===== src/rtl/alu_dispatch.sv =====
// Issue stage for the ALU: queues requests, issues them one at a time, and
// returns each result (or a timeout error) with its tag over a valid/ready port.
module alu_dispatch #(
    parameter int XLEN    = 32,
    parameter int INSTR_W = 32,
    parameter int TAG_W   = 4,
    parameter int DEPTH   = 4,
    parameter int TIMEOUT = 16
) (
    input  logic               clk,
    input  logic               rst,
    input  logic               in_valid,
    output logic               in_ready,
    input  logic [INSTR_W-1:0] in_instr,
    input  logic [XLEN-1:0]    in_op1,
    input  logic [XLEN-1:0]    in_op2,
    input  logic [TAG_W-1:0]   in_tag,
    output logic               enable,
    output logic [INSTR_W-1:0] instr,
    output logic [XLEN-1:0]    op1,
    output logic [XLEN-1:0]    op2,
    input  logic               instr_exec,
    input  logic [XLEN-1:0]    result,
    output logic               out_valid,
    input  logic               out_ready,
    output logic [XLEN-1:0]    out_result,
    output logic [TAG_W-1:0]   out_tag,
    output logic               out_err,
    output logic               busy
);
    // state | meaning
    // IDLE  | pop the FIFO head when one is queued
    // ISSUE | enable high for this single cycle
    // WAIT  | waiting for instr_exec, timer counting toward TIMEOUT-1
    // RESP  | completion held until out_ready
    localparam logic [1:0] S_IDLE  = 2'd0;
    localparam logic [1:0] S_ISSUE = 2'd1;
    localparam logic [1:0] S_WAIT  = 2'd2;
    localparam logic [1:0] S_RESP  = 2'd3;

    localparam int AW = $clog2(DEPTH);
    localparam int CW = AW + 1;
    localparam int TW = $clog2(TIMEOUT);
    localparam int EW = INSTR_W + 2 * XLEN + TAG_W;

    logic [EW-1:0]      mem_q [DEPTH];
    logic [AW-1:0]      wr_ptr_q, rd_ptr_q;
    logic [CW-1:0]      count_q;
    logic               full, empty, push, pop;
    logic [EW-1:0]      head;

    logic [1:0]         state_q, state_d;
    logic               enable_q, enable_d;
    logic [INSTR_W-1:0] instr_q, instr_d;
    logic [XLEN-1:0]    op1_q, op1_d, op2_q, op2_d;
    logic [TAG_W-1:0]   tag_q, tag_d;
    logic [TW-1:0]      timer_q, timer_d;
    logic               out_valid_q, out_valid_d;
    logic [XLEN-1:0]    out_result_q, out_result_d;
    logic [TAG_W-1:0]   out_tag_q, out_tag_d;
    logic               out_err_q, out_err_d;

    assign full     = (count_q == CW'(DEPTH));
    assign empty    = (count_q == '0);
    assign in_ready = !full;
    assign push     = in_valid && !full;
    assign pop      = (state_q == S_IDLE) && !empty;
    assign head     = mem_q[rd_ptr_q];

    always_ff @(posedge clk) begin
        if (push) begin
            mem_q[wr_ptr_q] <= {in_instr, in_op1, in_op2, in_tag};
        end
    end

    always_ff @(posedge clk or negedge rst) begin
        if (!rst) begin
            wr_ptr_q <= '0;
            rd_ptr_q <= '0;
            count_q  <= '0;
        end else begin
            if (push) wr_ptr_q <= wr_ptr_q + AW'(1);
            if (pop)  rd_ptr_q <= rd_ptr_q + AW'(1);
            count_q <= count_q + CW'(push) - CW'(pop);
        end
    end

    always_comb begin
        state_d      = state_q;
        enable_d     = enable_q;
        instr_d      = instr_q;
        op1_d        = op1_q;
        op2_d        = op2_q;
        tag_d        = tag_q;
        timer_d      = timer_q;
        out_valid_d  = out_valid_q;
        out_result_d = out_result_q;
        out_tag_d    = out_tag_q;
        out_err_d    = out_err_q;
        case (state_q)
            S_IDLE: begin
                if (!empty) begin
                    {instr_d, op1_d, op2_d, tag_d} = head;
                    enable_d = 1'b1;
                    state_d  = S_ISSUE;
                end
            end
            S_ISSUE: begin
                enable_d = 1'b0;
                timer_d  = '0;
                state_d  = S_WAIT;
            end
            S_WAIT: begin
                if (instr_exec) begin
                    out_result_d = result;
                    out_err_d    = 1'b0;
                    out_tag_d    = tag_q;
                    out_valid_d  = 1'b1;
                    state_d      = S_RESP;
                end else if (timer_q == TW'(TIMEOUT - 1)) begin
                    out_result_d = '0;
                    out_err_d    = 1'b1;
                    out_tag_d    = tag_q;
                    out_valid_d  = 1'b1;
                    state_d      = S_RESP;
                end else begin
                    timer_d = timer_q + TW'(1);
                end
            end
            S_RESP: begin
                if (out_ready) begin
                    out_valid_d = 1'b0;
                    state_d     = S_IDLE;
                end
            end
            default: state_d = S_IDLE;
        endcase
    end

    always_ff @(posedge clk or negedge rst) begin
        if (!rst) begin
            state_q      <= S_IDLE;
            enable_q     <= 1'b0;
            instr_q      <= '0;
            op1_q        <= '0;
            op2_q        <= '0;
            tag_q        <= '0;
            timer_q      <= '0;
            out_valid_q  <= 1'b0;
            out_result_q <= '0;
            out_tag_q    <= '0;
            out_err_q    <= 1'b0;
        end else begin
            state_q      <= state_d;
            enable_q     <= enable_d;
            instr_q      <= instr_d;
            op1_q        <= op1_d;
            op2_q        <= op2_d;
            tag_q        <= tag_d;
            timer_q      <= timer_d;
            out_valid_q  <= out_valid_d;
            out_result_q <= out_result_d;
            out_tag_q    <= out_tag_d;
            out_err_q    <= out_err_d;
        end
    end

    assign enable     = enable_q;
    assign instr      = instr_q;
    assign op1        = op1_q;
    assign op2        = op2_q;
    assign out_valid  = out_valid_q;
    assign out_result = out_result_q;
    assign out_tag    = out_tag_q;
    assign out_err    = out_err_q;
    assign busy       = (state_q != S_IDLE) || !empty;

endmodule

===== config.mk =====
export PLATFORM = sky130hd
export DESIGN_NAME = alu_dispatch
export DESIGN_NICKNAME = d
export VERILOG_FILES = /design/src/rtl/alu_dispatch.sv
export SDC_FILE = /design/constraint.sdc
export NUM_CORES = 1
export LEC_CHECK = 0
export CORE_UTILIZATION = 45
export CTS_BUF_LIST = sky130_fd_sc_hd__clkbuf_8
export DETAILED_ROUTE_END_ITERATION = 12
export PLACE_DENSITY = 0.72
export SLEW_MARGIN = 10
export SYNTH_ARGS = -nofsm -noshare
export SYNTH_HDL_FRONTEND = slang
export SYNTH_SLANG_ARGS = --single-unit

===== constraint.sdc =====
create_clock -name clk -period 4.7 [get_ports clk]
set_clock_uncertainty 0.05 [all_clocks]
set_input_delay 0.94 -clock clk [delete_from_list [all_inputs] [get_ports clk]]
set_output_delay 0.94 -clock clk [all_outputs]
set_load 0.02 [all_outputs]

======== After elaboration in Yosys (flattened, before gate mapping) ========
Memories as Yosys holds them, arrays and structs flattened. A register that Yosys moved wholly into a read port is not among the register bits.
Index checks and enable logic that the tools add are counted.
cells by class
  add/sub/neg operators ................... 5
  multiply operators ...................... 0
  div/mod/pow operators ................... 0
  $lt $le $gt $ge ......................... 0
  equal/unequal tests ..................... 10
  shifts and indexed selects .............. 0
  muxes and demuxes ....................... 21
  bitwise logic cells ..................... 1
  reductions and logical operators ........ 19
operators by type and width
  cell                 number
  $mux 32              2
  $mux 4               4
  $reduce_bool 2->1    5
  $reduce_and 3->1     3
  $mux 2               4
  $ne 2x2->1 const B   4
  $pmux 2 s4           1
  $pmux 4 s2           1
  $mux 1               7
  $reduce_and 2->1     3
  $add 2x1->2 const B  2
  $add 4x1->4 const B  1
  $eq 2x2->1 const B   2
  $eq 4x4->1 const B   1
  $pmux 1 s2           2
  $add 3x1->3          1
  $eq 3x3->1 const B   1
  $logic_not 1->1      3
  $logic_not 3->1      1
  $ne 3x3->1 const B   1
  $sub 3x1->3          1
  $eq 2x1->1 const B   1
  $logic_and 1x1->1    2
  $logic_not 2->1      1
  other kinds (2)      2
word-level totals
  bits in registers ....................... 52
  bits in latches ......................... 0
  memory bits (writable) .................. 400
  bits in read-only memories .............. 0
  input bits .............................. 137
  output and inout port bits .............. 137
  word-level logic and storage cells ...... 67
  memories ................................ 1
memory list
  memory  words  bits a word  read ports  clocked after memory_dff  wr ports  line  source
  mem_q   4      100          1           1                         1         46    logic [EW-1:0] mem_q [DEPTH];

======== Logic depth before layout (Yosys ltp) ========
Gate-level depths: netlist of the first run.
  depth in word-level cells ............... 5
  depth in mapped cells ................... 10
  gate-level depth less buffers ........... 9

======== Worst setup path before layout of the first run ========
No wires, ideal clock.
  path type ............................... in2reg
  start ................................... in in_valid
  end ..................................... mem mem_q[0][0] (netlist bit) (enable)
  library setup time ...................... 0.471 ns
  arrival ................................. 3.306 ns
  data required time ...................... 4.179 ns
  setup slack ............................. 0.874 ns
  stages on the path ...................... 1
  path buffers ............................ 0
  cell sequence ........................... and3_1
between the ends
  word-level cells in the longest chain between the ends .. 3
ends and longest elaborated chain
  item                          line  source
  from (decl)                   12    input logic in_valid,
  $logic_and 1x1->1             66    assign push = in_valid && !full;
  $mux 1                        71    if (push) begin
  $mux 1 (not written as such)  72    mem_q[wr_ptr_q] <= {in_instr, in_op1, in_op2, in_tag};
  to (decl)                     46
No other way between the ends.

======== Worst setup path after layout of the first run ========
  start ................................... reg state_q[0]
  end ..................................... out busy
between the ends
  word-level cells in the longest chain between the ends .. 2
ends and longest elaborated chain
  item                    line  source
  from (decl)             52    logic [1:0] state_q, state_d;
  from (signal assigned)  154   state_q <= state_d;
  $reduce_bool 2->1       176   assign busy = (state_q != S_IDLE) || !empty;
  $logic_or 1x1->1        176
  to (decl)               29    output logic busy
No other way between the ends.

==> impl_metrics.json, run 1 <==
{
  "clk_latency_ns": 0.67,
  "crit_top_cell": "inv_1",
  "crit_chain": "inv_1 > ha_1 > nor4b_1 > inv_1 > clkdlybuf4s50_1",
  "io_pins": 274,
  "max_stage_delay_ns": 0.58,
  "synth_top_cell_area_share_pct": 58.8,
  "synthTopCellsByArea": "edfxtp_1 59%, dfrtp_1 19%, mux4_2 11%",
  "drc": 0,
  "grt_pass1_wl_um": 64900,
  "fin_crit_sh_pct": 76.0,
  "avgSynthCellArea_sq_um": 18.4,
  "rsz0062_at_grt": "no",
  "vias": 10700,
  "cts_sinks": 552,
  "fmax_ghz": 0.280,
  "hold_path.class": "input pin to asynchronous set/reset pin",
  "die_x_um": 215,
  "synth_edf_count": 400,
  "cts_tree": "built",
  "powerDensity_nw_per_um2": 665,
  "critPathMaxFanout": 4,
  "syn_inst": 1112,
  "crit_type": "flip-flop to primary output",
  "worst_setup_path_start_kind": "flip-flop",
  "maxSlewHeadroom_pct": 21.3,
  "setup_tns_ns": 0,
  "synth.distinct_cells": 37,
  "final_hold_viol_count": 0,
  "synth_top_cell_by_area": "edfxtp_1",
  "grt_pass1_vias": 11400,
  "cts-root-buf": "clkbuf_8",
  "worst_pin_slew_ns": 1.18,
  "port_buffers": 273,
  "dp_hpwl_um": 25100,
  "ir_drop_mv": 0.446,
  "die_h_um": 215,
  "ys_seq_elements": 552,
  "drt-total-wl_um": 41700,
  "clockBufferDepth": 3,
  "crit_start": "state_q[0]$_DFFE_PN0P_",
  "syn_nets": 1262,
  "nFillCells": 3427,
  "cellLeakagePower_uw": 0.00972,
  "initial_utilization_pct": 45.9,
  "area_growth_pct": 25.4,
  "grt_max_degree": 82,
  "fin_nets": 1590,
  "cts_hold_buf": 0,
  "globalplace.congestion": 0.791,
  "slew_violations": 0,
  "detailed_place.area_sq_um": 23800,
  "synthFlopType": "edfxtp_1",
  "cts_setup_buffers": 0,
  "routedWlPerCell_um": 19.8,
  "drt_iter0_markers": 717,
  "cp-end-kind": "primary output",
  "synth.most_common_cell": "edfxtp_1",
  "drv_cap": 0,
  "numCtsBuffers": 88,
  "viasPerCell": 5.08,
  "arrival_ns": 2.58,
  "rows": 77,
  "reg2reg_from": "state_q[0]$_DFFE_PN0P_",
  "cts_resized": 0,
  "drive_gt1_share_pct": 17.2,
  "cpMaxStageDelayCell": "clkdlybuf4s50_1",
  "postRouteAntennaNets": 0,
  "async_reset_ff_share_pct": 27.5,
  "clkTransAtPathRegs_ns": 0.07,
  "grt.total_usage_pct": 18.5,
  "seq_area_frac_synth_pct": 77.4,
  "ys_warn_count": 0,
  "drt_pass1_iterations": 5,
  "syn_area_sq_um": 20400,
  "outcome": "finished clean",
  "yosys-top-cells-count": "400 x edfxtp_1, 304 x nand2_1, 152 x dfrtp_1",
  "setup_viol": 0,
  "overflow": 0,
  "fin_crit_ns": 3.57,
  "crit_required_ns": 3.71,
  "core-area_sq_um": 44500,
  "final_area_sq_um": 25600,
  "die_area_sq_um": 46300,
  "antenna_found_initial": 3,
  "h-tree-depth": 3
}
stage by stage:
stage / instances / worst slack (ns) / hold WS [ns] / util [%] / total power (uW)
6_report: 2109 / 1.13 / 0.276 / 57.6 / 17000
5_1_grt: 2106 / 0.992 / 0.304 / 57.5 / 18000
4_1_cts: 2106 / 1.05 / 0.261 / 57.5 / 17300
3_5_place_dp: 1942 / 1.51 / 0.412 / 53.5 / 13200
3_3_place_gp: 1942 / 1.57 / 0.408 / 53.5 / 13100
2_1_floorplan: 1112 / 0.874 / 0.396 / - / 11000
worst paths after layout:
path                                               end  slack (ns)  depth (start not counted)
worst max register to register    count_q[2]$_DFF_PN0_        1.87                         10
worst max-delay path                              busy        1.13                          5
max in group asynchronous         instr[8]$_DFFE_PN0P_        3.42                          2
worst min register to register    tag_q[0]$_DFFE_PN0P_        0.42                          2
worst min-delay path            state_q[1]$_DFFE_PN0P_        0.28                          1
min in group clk                  tag_q[0]$_DFFE_PN0P_        0.42                          2
sequential cells by signal (all words and copies together), names as in the netlist:
signal and cells:
out_result 32, state_q 2, count_q 3, timer_q 4, enable 1, op2 32, rd_ptr_q 2, out_tag 4
out_valid 1, out_err 1, tag_q 4, instr 32, wr_ptr_q 2, mem_q 400, op1 32
cell usage in the layout (no fill, tap or decap), types with 4 or more instances in the layout:
cell / instances
clkinv_2: 11
inv_1: 40
ha_1: 12
clkbuf_8: 108
buf_4: 12
mux4_2: 100
nand2_1: 304
clkdlybuf4s50_1: 272
clkinv_1: 11
mux2_4: 5
and3_4: 4
dfrtp_1: 150
xnor2_1: 4
buf_12: 6
a22o_1: 32
edfxtp_1: 400
cell type report:
type | count | area, sq um | area share [%]
flip-flops and latches | 552 | 15800 | 61.8
multi-input cells | 495 | 4260 | 16.6
repair buffers | 291 | 2940 | 11.5
clock buffers | 108 | 1490 | 5.80
well taps | 592 | 741 | 2.89
clock inverters | 56 | 312 | 1.22
inverters | 12 | 47.5 | 0.186
diodes | 3 | 7.51 | 0.0293
power breakdown:
group          switching (uW)  internal (uW)  leakage, uW
Clock                    1810           2240      0.00104
Combinational            2950           2630      0.00312
Sequential                740           6670      0.00556
cell families after synthesis:
group,Yosys count,share of synthesized area [%]
muxes,109,11.6
AOI/OAI and AO/OA,42,1.80
xor gates and xnor gates,5,0.214
buffers and inverters,65,1.88
and+or+nand+nor,326,6.26
adders and majority gates,13,0.833
DFF,552,77.4
critical path, delay by kind of cell (launching register included):
family	cells	cell delay (ns)
adders and majority gates	1	0.22
buffers and inverters	3	0.84
DFF	1	0.40
and+or+nand+nor	1	0.45
layer usage:
| layer | track usage [%] | wire, um | share of wire (%) |
|---|---|---|---|
| met5 | 0 | 0 | 0 |
| met4 | 6.15 | 732 | 1.8 |
| met3 | 4.88 | 2730 | 6.5 |
| met2 | 29.9 | 20200 | 49 |
| met1 | 24.5 | 18000 | 43 |
No activity file was read; power rests on OpenSTA's default activity.
==> inputs of run 2 (changes only) <==
clock period = 3.36 ns   (was 4.7 ns; I/O delays follow)
==> run 2 against run 1 <==
Net effect: largest cell class unchanged; routed wire length rose by 3.3%; worst setup slack got worse by 0.89 ns; final cell count rose by 0.24%; combinational power rose by 47%; non-clock buffer count rose by 10; first-iteration DRC count rose by 16%; highest routed layer is now met5; clock-buffer cell count rose by 1; die area did not move; critical path depth did not move; total power rose by 42%; utilization rose by 0.61 points.
==> impl_metrics.json, run 2 (synthesis results as in run 1) <==
{
  "cts_sinks": 552,
  "final_cell_mix": "400 x edfxtp_1, 304 x nand2_1, 272 x clkdlybuf4s50_1",
  "critPathMaxFanout": 4,
  "grt_max_degree": 103,
  "area_growth_pct": 26.7,
  "top_register": "mem_q",
  "arrival_ns": 2.40,
  "fin_nets": 1601,
  "maxSlewHeadroom_pct": 46.3,
  "crit_buf_inv": 3,
  "worst_setup_path_start_kind": "flip-flop",
  "globalplace.congestion": 0.824,
  "fin_crit_sh_pct": 93.0,
  "drc": 0,
  "grt_pass1_wl_um": 67500,
  "die_h_um": 215,
  "post-route-util_pct": 58.2,
  "overflow": 0,
  "fin_hold_ws_ns": 0.420,
  "cts_tree": "built",
  "port_buffers": 273,
  "drive_gt1_share_pct": 17.8,
  "crit_type": "flip-flop to primary output",
  "powerDensity_nw_per_um2": 937,
  "max_stage_delay_ns": 0.55,
  "numCtsBuffers": 89,
  "antenna_found_initial": 4,
  "layout_commonest_cell": "edfxtp_1",
  "detailed_place.area_sq_um": 24000,
  "fmax_ghz": 0.320,
  "clockBufferDepth": 3,
  "postRouteAntennaNets": 0,
  "drt_iter0_markers": 830,
  "initial_utilization_pct": 45.9,
  "crit_required_ns": 2.64,
  "routedWlPerCell_um": 20.4,
  "nFillCells": 3389,
  "core-area_sq_um": 44500,
  "die_area_sq_um": 46300,
  "rows": 77,
  "hold_path.class": "flip-flop to flip-flop",
  "h-tree-depth": 3,
  "outcome": "finished clean",
  "drv_cap": 0,
  "drt-total-wl_um": 43100,
  "cellLeakagePower_uw": 0.00981,
  "power_uw": 24300,
  "vias": 10900,
  "io_pins": 274,
  "crit_chain": "inv_1 > ha_1 > nor4b_2 > inv_1 > clkdlybuf4s50_1",
  "final_area_sq_um": 25900,
  "cpMaxStageDelayCell": "clkdlybuf4s50_1",
  "crit_family": "buffers and inverters",
  "viasPerCell": 5.14,
  "setup_viol": 0,
  "cp-end-kind": "primary output",
  "largest_reg_flops": 400,
  "die_x_um": 215,
  "grt.total_usage_pct": 19.3,
  "ir_drop_mv": 0.703,
  "drt_pass1_iterations": 5,
  "dp_hpwl_um": 25100,
  "crit_top_cell": "inv_1",
  "worst_pin_slew_ns": 0.805,
  "slew_violations": 0,
  "clkTransAtPathRegs_ns": 0.06,
  "cts-root-buf": "clkbuf_8",
  "setup_tns_ns": 0,
  "grt_pass1_vias": 11700,
  "rsz0062_at_grt": "no",
  "fin_crit_ns": 3.12,
  "clk_latency_ns": 0.66,
  "final_hold_viol_count": 0
}
[run 2: cell count changes in the layout (fill, tap and decap cells not counted), sizes merged]
cell,previous run,this run
buf,19,28
bufinv,3,5
clkbuf,108,109
clkinv,22,20
clkinvlp,1,2
diode,3,1
dlygate4sd3,0,1
inv,42,37
[run 2: where the power goes]
group	internal, uW	switching, uW
Combinational	3800	4410
Sequential	9330	842
Clock	3310	2560
[run 2: what timing repair did]
| action | CTS | global route |
|---|---|---|
| resized for setup | 1 | 0 |
| setup buffers | 0 | 0 |
| endpoints found under the hold margin | 29 | 0 |
| endpoints found under the setup margin | 1 | 0 |
| hold buffers | 1 | 0 |
[run 2: final cells by class]
class / count / area, sq um / area share, %
timing repair buffer: 301 / 3160 / 12.2
clock inverter: 52 / 352 / 1.36
multi-input combinational: 495 / 4260 / 16.5
clock buffer: 109 / 1500 / 5.79
inverter: 12 / 47.5 / 0.184
antenna: 1 / 2.50 / 0.00967
sequential: 552 / 15800 / 61.1
tap: 592 / 741 / 2.86
[run 2: path summary, 6_finish.rpt]
check	start	endpoint	slack, ns	cells after the start
worst max-delay path	state_q[0]$_DFFE_PN0P_	busy	0.24	5
max in group asynchronous	rst	op1[9]$_DFFE_PN0P_	1.91	3
worst min register to register	op2[13]$_DFFE_PN0P_	op2[13]$_DFFE_PN0P_	0.42	2
worst max register to register	state_q[0]$_DFFE_PN0P_	op1[16]$_DFFE_PN0P_	0.90	7
worst min-delay path	op2[13]$_DFFE_PN0P_	op2[13]$_DFFE_PN0P_	0.42	2
min in group asynchronous	rst	op2[20]$_DFFE_PN0P_	0.55	2
[run 2: per-stage QoR]
stage	worst slack (ns)	cells
6_report	0.236	2114
5_1_grt	0.0507	2114
4_1_cts	0.165	2113
3_5_place_dp	0.688	1951
3_3_place_gp	0.705	1951
2_1_floorplan	0.887	1112
[run 2: per-layer routing]
layer,track usage (%),up-vias,share of wire [%]
met1,25.4,5571,43
met2,31.1,365,48
li1,-,4872,-
met5,0,-,0.063
met4,6.88,4,1.8
met3,5.02,63,6.8
[run 2: tightest hold or removal path: stages, from the launching register on]
cell,delay (ns)
dfrtp_1,0.34
nand2_1,0.05
nand2_1,0.05
==> inputs of run 3 (changes only) <==
CTS_CLUSTER_SIZE = 25   (was unset)
PLACE_DENSITY = 0.67   (was 0.72)
clock period = 3.24 ns   (was 3.36 ns; I/O delays follow)
==> run 3 against run 2 <==
Net effect: cell area down 0.53%; utilization down 0.31 points; sequential cell count unchanged; critical endpoint unchanged; highest routed layer unchanged.
==> impl_metrics.json, run 3 (synthesis results as in run 1) <==
{
  "fin_ws_ns": 0.182,
  "vias": 10900,
  "die_h_um": 215,
  "slew_violations": 0,
  "fin_nets": 1600,
  "cp-end-kind": "primary output",
  "io_pins": 274,
  "drc": 0,
  "crit_type": "flip-flop to primary output",
  "fmax_ghz": 0.327,
  "grt_max_degree": 103,
  "globalplace.congestion": 0.800,
  "cts_tree": "built",
  "arrival_ns": 2.36,
  "top_register": "mem_q",
  "grt.total_usage_pct": 19.4,
  "setup_viol": 0,
  "postRouteAntennaNets": 0,
  "setup_tns_ns": 0,
  "post-place-cells": 1948,
  "fin_crit_ns": 3.06,
  "clockBufferDepth": 3,
  "ir_drop_mv": 0.766,
  "h-tree-depth": 3,
  "die_area_sq_um": 46300,
  "rsz0062_at_grt": "no",
  "area_growth_pct": 26.1,
  "fin_crit_sh_pct": 94.4,
  "internal_power_uw": 16800,
  "cellLeakagePower_uw": 0.00979,
  "port_buffers": 273,
  "drive_gt1_share_pct": 17.2,
  "final_hold_viol_count": 0,
  "hold_path.class": "flip-flop to flip-flop",
  "grt_pass1_vias": 11800,
  "clk_latency_ns": 0.63,
  "swShare_pct": 32.6,
  "cts_setup_buffers": 0,
  "drt_iter0_markers": 788,
  "worst_setup_path_start_kind": "flip-flop",
  "cts-root-buf": "clkbuf_8",
  "maxSlewHeadroom_pct": 45.1,
  "clkPwrFrac_pct": 23.6,
  "routedWlPerCell_um": 20.5,
  "p_comb_share_pct": 33.8,
  "final_cell_mix": "400 x edfxtp_1, 304 x nand2_1, 272 x clkdlybuf4s50_1",
  "p_sw_uw": 8100,
  "cts_sinks": 552,
  "worst_pin_slew_ns": 0.824,
  "outcome": "finished clean",
  "viasPerCell": 5.14,
  "antenna_found_initial": 5,
  "critPathMaxFanout": 4,
  "layout_commonest_cell": "edfxtp_1",
  "min_path_cells": 2,
  "layout.cells.non_filler": 2122,
  "post-route-util_pct": 57.9,
  "clkTransAtPathRegs_ns": 0.06,
  "initial_utilization_pct": 45.9,
  "place_worst_setup_slack_ns": 0.540,
  "drv_cap": 0,
  "core-area_sq_um": 44500,
  "ff2ff_path_depth": 6,
  "grt_pass1_wl_um": 68100,
  "fin_hold_ws_ns": 0.421,
  "overflow": 0,
  "crit_required_ns": 2.54,
  "largest_reg_flops": 400,
  "rows": 77,
  "dp_hpwl_um": 25300,
  "drt-total-wl_um": 43600,
  "p_seq_share_pct": 42.6,
  "numCtsBuffers": 91,
  "die_x_um": 215,
  "drt_pass1_iterations": 5,
  "powerDensity_nw_per_um2": 966
}
run 3: cell types whose count changed in the layout (fill, tap and decap cells not counted), sizes merged:
| cell | previous run | this run |
|---|---|---|
| clkinv | 20 | 22 |
| buf | 28 | 25 |
| bufinv | 5 | 3 |
| clkbuf | 109 | 106 |
| diode | 1 | 4 |
| inv | 37 | 48 |
run 3: routing by layer:
| metal | part of all wire (%) | track usage, % |
|---|---|---|
| met5 | 0.064 | 0 |
| met4 | 1.9 | 6.55 |
| met3 | 6.8 | 5.34 |
| met2 | 47 | 30.6 |
| met1 | 44 | 26.3 |
run 3: worst paths after layout:
kind,slack (ns),startpoint,endpoint
max,0.18,state_q[0]$_DFFE_PN0P_,busy
min in group asynchronous,0.52,rst,op2[13]$_DFFE_PN0P_
max in group asynchronous,1.87,rst,out_result[9]$_DFFE_PN0P_
max reg2reg,0.78,state_q[0]$_DFFE_PN0P_,out_result[10]$_DFFE_PN0P_
min,0.42,op2[18]$_DFFE_PN0P_,op2[18]$_DFFE_PN0P_
min reg2reg,0.42,op2[18]$_DFFE_PN0P_,op2[18]$_DFFE_PN0P_
run 3: worst max-delay path, cell delays in order, from the launching register on:
cell and delay (ns):
dfrtp_1 0.40, inv_1 0.13, ha_1 0.23, nor4b_2 0.30, inv_1 0.10, clkdlybuf4s50_1 0.55
run 3: cell type report:
| class | count | area (sq um) |
|---|---|---|
| Inverter | 12 | 47.5 |
| Clock buffer | 106 | 1460 |
| Antenna cell | 4 | 10.0 |
| Sequential cell | 552 | 15800 |
| Clock inverter | 63 | 333 |
| Tap cell | 592 | 741 |
| Fill cell | 3460 | 18800 |
| Multi-Input combinational cell | 495 | 4260 |
| Timing Repair Buffer | 298 | 3070 |
run 3: repair_timing:
| item | in CTS | in global routing |
|---|---|---|
| setup endpoints to repair | 1 | 0 |
| hold endpoints to repair | 55 | 0 |
| hold buffers | 1 | 0 |
| resized for setup | 1 | 0 |
run 3: stage by stage:
step	total power (uW)	cell area, sq um
2_1_floorplan	15800	20400
3_3_place_gp	19100	23900
3_5_place_dp	19300	23900
4_1_cts	25300	25700
5_1_grt	26300	25700
6_report	24900	25800
run 3: power groups by stage:
stage                     clock, uW  combinational (uW)  sequential, uW
after floorplan                   0                4410           11400
after global placement            0                8450           10700
after detailed placement          0                8570           10700
after CTS                      6060                8600           10600
after global routing           6370                9130           10800
final                          5870                8420           10600
